`config.mk`:
```
export PLATFORM = sky130hd
export DESIGN_NAME = acquisition_sequencer
export DESIGN_NICKNAME = d
export VERILOG_FILES = /design/src/rtl/acquisition_sequencer.sv
export SDC_FILE = /design/constraint.sdc
export NUM_CORES = 1
export LEC_CHECK = 0
export BUFFER_PORTS_ARGS = -buffer_cell sky130_fd_sc_hd__buf_2
export CORE_MARGIN = 4
export CORE_UTILIZATION = 59
export DETAILED_ROUTE_END_ITERATION = 7
export PLACE_DENSITY = 0.86
export SLEW_MARGIN = 5
export SYNTH_ARGS = -nofsm -noshare
export SYNTH_HDL_FRONTEND = slang
export SYNTH_SLANG_ARGS = --single-unit
```
`constraint.sdc`:
```
create_clock -name clk -period 3.5 [get_ports clk]
set_input_delay 0.35 -clock clk [delete_from_list [all_inputs] [get_ports clk]]
set_output_delay 0.35 -clock clk [all_outputs]
set_load 0.01 [all_outputs]
```
`src/rtl/acquisition_sequencer.sv`:
```
// acquisition_sequencer: aligns multi-shot BRAM capture to the free-running address wrap,
// driving write enable/address for one full pass per shot with first/last pass flags.
module acquisition_sequencer #(
    parameter int BRAM_WIDTH = 13,
    parameter int SHOT_WIDTH = 16
) (
    input  logic                  clk,
    input  logic                  rst,
    input  logic                  start,
    input  logic                  abort,
    input  logic [SHOT_WIDTH-1:0] n_shots,
    input  logic [BRAM_WIDTH-1:0] address,
    output logic                  wen,
    output logic [BRAM_WIDTH-1:0] count,
    output logic                  first_pass,
    output logic                  last_pass,
    output logic                  busy,
    output logic                  done,
    output logic [SHOT_WIDTH-1:0] shots_done
);
    typedef enum logic [1:0] {IDLE, ARM, CAPTURE, DONE} state_t;
    state_t                r_state, w_state_nxt;
    logic [BRAM_WIDTH-1:0] r_count, w_count_nxt;
    logic [SHOT_WIDTH-1:0] r_shots, w_shots_nxt, r_target, w_target_nxt;
    logic [SHOT_WIDTH:0]   w_shots_inc;
    logic                  w_last_shot;
    assign w_shots_inc = {1'b0, r_shots} + (SHOT_WIDTH+1)'(1);
    assign w_last_shot = w_shots_inc == {1'b0, r_target};
    always_ff @(posedge clk or posedge rst) begin
        if (rst) begin
            r_state  <= IDLE;
            r_count  <= '0;
            r_shots  <= '0;
            r_target <= '0;
        end else begin
            r_state  <= w_state_nxt;
            r_count  <= w_count_nxt;
            r_shots  <= w_shots_nxt;
            r_target <= w_target_nxt;
        end
    end
    // Abort takes priority everywhere, so a pass interrupted on its last write is not counted.
    always_comb begin
        w_state_nxt  = r_state;
        w_count_nxt  = '0;
        w_shots_nxt  = r_shots;
        w_target_nxt = r_target;
        case (r_state)
            IDLE: if (start && !abort) begin
                w_state_nxt  = ARM;
                w_target_nxt = (n_shots == '0) ? SHOT_WIDTH'(1) : n_shots;
                w_shots_nxt  = '0;
            end
            ARM: w_state_nxt = abort ? IDLE : (address == '1) ? CAPTURE : ARM;
            CAPTURE: if (abort) begin
                w_state_nxt = IDLE;
            end else begin
                w_count_nxt = r_count + BRAM_WIDTH'(1);
                if (r_count == '1) begin
                    w_shots_nxt = (r_shots < r_target) ? w_shots_inc[SHOT_WIDTH-1:0] : r_shots;
                    w_state_nxt = w_last_shot ? DONE : CAPTURE;
                end
            end
            DONE: w_state_nxt = IDLE;
            default: w_state_nxt = IDLE;
        endcase
    end
    assign wen        = r_state == CAPTURE;
    assign count      = r_count;
    assign first_pass = wen && (r_shots == '0);
    assign last_pass  = wen && w_last_shot;
    assign busy       = r_state != IDLE;
    assign done       = r_state == DONE;
    assign shots_done = r_shots;
endmodule

```
==> impl_metrics.py <==
metrics = {
    "route": {
        "first_pass_iters": 4,
        "post_drt_via_cell_ratio": 5.90,
        "wl_per_cell_um": 17.0,
        "wl_mm": 8.36,
        "dr_total_vias": 2911,
        "drc": 0,
        "final_antenna_net_count": 0,
        "drt_iter0_drc": 288,
    },
    "worst_setup_path": {
        "reg2reg_depth": 8,
        "crit_buf_inv": 1,
        "cp-startpoint": "shots_done[0]",
        "reg2reg_to": "shots_done[12]",
        "endpoint": "last_pass",
        "critPathRequiredTime_ns": 3.15,
        "crit_slowest_cell": "dfrtp_1",
        "crit_family": "simple AND/OR/NAND/NOR gates",
        "crit_fanout": 7,
        "cp_cell_sequence": "ha_1 -> nand3_1 -> nor3_1 -> a22oi_1 -> a2111oi_0 -> o2111ai_1 -> nor2_1 -> buf_2",
        "worstReg2RegStart": "r_state[0]",
        "r2r_setup_slack_ns": 0.70,
        "worst-setup-path-type": "reg2out",
        "critPathCaptureType": "output pin",
        "cp-start-kind": "register",
        "arrival_ns": 2.92,
        "cp.depth": 8,
        "slowest_delay_ns": 0.48,
    },
    "pwr": {
        "pwr-share-seq_pct": 52.5,
        "p_comb_share_pct": 17.5,
        "p_leak_nw": 1.67,
        "power_density_mw_per_mm2": 322,
        "p_switching_uw": 339,
        "p_total_mw": 1.14,
        "swShare_pct": 29.7,
        "power_frac_clock_pct": 30.0,
        "intPower_uw": 802,
        "vdd_ir_drop_max_mv": 0.202,
    },
    "logic_synthesis": {
        "synth_top_area_share_pct": 38.0,
        "synth_area_sq_mm": 0.00310,
        "yosysWarningCount": 0,
        "postSynth.asyncResetShare_pct": 100,
        "synth_common_cells": "47 x dfrtp_1, 34 x o21ai_0, 31 x nand2_1, 27 x inv_1, 26 x nor2_1",
        "synth_area_leaders": "dfrtp_1 38%, ha_1 7.7%, o21ai_0 5.5%",
        "ys_ff_latch": 47,
        "synth_flop_cell": "dfrtp_1",
        "yosysMostFrequentCell": "dfrtp_1",
        "syn_nets": 416,
        "syn_inst": 364,
        "synth_top_area_cell": "dfrtp_1",
        "synth_cell_types": 50,
        "synth-edff-count": 0,
        "syn_area_per_cell_sq_um": 8.51,
        "yosysSeqAreaShare_pct": 38.0,
    },
    "clock_network": {
        "postCtsHoldBufs": 0,
        "clock_latency_ns": 0.31,
        "max-clock-path-buffers": 2,
        "ctsRootBufferMaster": "clkbuf_8",
        "htree_levels": 2,
        "cts.sinks": 47,
        "cts_made_buffers": 5,
        "postCtsSetupBuffers": 0,
        "cts_tree": "built",
        "clk_pin_slew_ns": 0.10,
    },
    "grt": {
        "met3_usage_pct": 5.16,
        "grt_busiest_layer": "met2",
        "grt_pass1_wl_mm": 13.6,
        "grt_pass1_vias": 2885,
        "grt_use_met2_pct": 45.4,
        "antenna_found_initial": 0,
        "met1_usage_pct": 35.6,
        "grt_overflow": 0,
        "grt_max_degree": 48,
        "grt_use_total_pct": 27.2,
    },
    "final_layout": {
        "stdcell_count": 493,
        "drive_gt1_share_pct": 20.3,
        "fillCellCount": 435,
        "seq_area_sq_mm": 0.00118,
        "stdcell_area_sq_mm": 0.00354,
        "fin_util_pct": 69.4,
        "multi_input_area_sq_mm": 0.00174,
        "antenna_cells": 0,
        "nets": 474,
        "syn_to_final_growth_pct": 14.3,
    },
    "place": {
        "dp.cells": 485,
        "dpl_cell_area_sq_mm": 0.00345,
        "dp_slack_ns": 0.604,
        "hpwlAfterDp_mm": 6.33,
        "port_buffers": 66,
        "place_congestion": 0.975,
    },
    "timing": {
        "setup-tns-final_ns": 0,
        "tightest_slew_ns": 1.00,
        "drv_slew": 0,
        "finalHoldViolations": 0,
        "final.setup_skew_ns": 0.0105,
        "period_share_pct": 93.3,
        "final_period_minus_worst_setup_slack_ns": 3.27,
        "rsz0062_at_grt": "false",
        "fmax_mhz": 306,
        "whs_ns": 0.252,
        "fin_ws_ns": 0.234,
        "finalSetupViolations": 0,
        "relSlewSlack_pct": 33.1,
    },
    "floorplan": {
        "die_area_sq_mm": 0.00647,
        "die_w_um": 80.5,
        "core_sq_mm": 0.00511,
        "initial_core_util_pct": 60.7,
        "ios": 67,
        "die_h_um": 80.5,
        "placementRows": 26,
    },
    "hold_path": {
        "worst_hold_path_type": "in2reg",
    },
    "job": {
        "cap_violations": 0,
    },
    "status": {
        "status": "finished clean",
    },
}
==> layout make-up <==
class                   count  area share (%)
repair buffers             68            9.75
flip-flops and latches     47            33.2
well taps                  70            2.47
clock buffers               6            2.05
clock inverters             2           0.459
inverters                  28            3.00
multi-input cells         272            49.1
==> worst min-delay path by stage <==
stage | start | endpoint | cells after the start
finish | n_shots[5] | r_target[5] | 3
global route | n_shots[5] | r_target[5] | 3
CTS | abort | r_state[1] | 2
detailed placement | count[0] | count[0] | 1
global placement | count[0] | count[0] | 1
floorplan | abort | r_state[1] | 1
==> what timing repair did <==
| action | CTS | global route |
|---|---|---|
| hold endpoints to repair | 0 | 0 |
| setup endpoints to repair | 0 | 1 |
| gates resized for setup | 0 | 1 |
==> power by group through the flow <==
stage,combinational (mW),clock (mW),sequential [mW]
finish,0.199,0.342,0.600
CTS,0.200,0.343,0.599
global route,0.226,0.370,0.603
detailed placement,0.198,0,0.610
global placement,0.189,0,0.608
floorplan,0.135,0,0.603
==> registers in the layout (all words and copies together) (netlist names) <==
signal,flops
r_target,16
shots_done,16
r_state,2
count,13
==> layer usage <==
layer,share of wire (%),wire [um],up-vias
li1,-,-,1410
met1,42,3500,1354
met2,47,3910,126
met3,9.0,755,21
met4,2.4,200,0
met5,0,0,-
==> worst reg2reg max path, cell delays in order (launching register included) <==
cell and delay, ns:
dfrtp_1 0.43, nand2b_1 0.23, clkinv_2 0.16, nand2b_1 0.32, nor3b_1 0.36, nand3_1 0.15
or3_1 0.46, nand2b_1 0.42, a31oi_1 0.15
==> cells in the final DEF, fill, tap and decap left out, types with 2 or more instances in the layout <==
cell type and instances:
a21o_1 5, a21oi_1 18, a31oi_1 9, a41oi_1 2
and2_1 2, and3_1 5, buf_2 66, buf_4 2
clkbuf_8 5, dfrtp_1 47, ha_1 19, inv_1 26
mux2i_1 2, nand2_1 31, nand2b_1 5, nand3_1 19
nand3b_1 2, nand4_1 11, nor2_1 26, nor2b_1 3
nor3_1 7, nor4_1 11, o21a_1 4, o21ai_0 34
o21ai_1 2, o31ai_1 3, or2_2 2, or3_1 4
xnor2_1 16, xor2_1 12
==> logic make-up (layout without fill, tap and decap cells) <==
family | after synthesis | count (layout) | share of synthesized area (%)
compound gates | 86 | 86 | 16.5
simple gates | 137 | 137 | 23.3
buf+inv | 45 | 104 | 5.98
flops | 47 | 47 | 38.0
fa+ha+maj | 19 | 19 | 7.67
xor+xnor | 28 | 28 | 7.92
mux | 2 | 2 | 0.646
No activity file was read; power rests on OpenSTA's default activity.
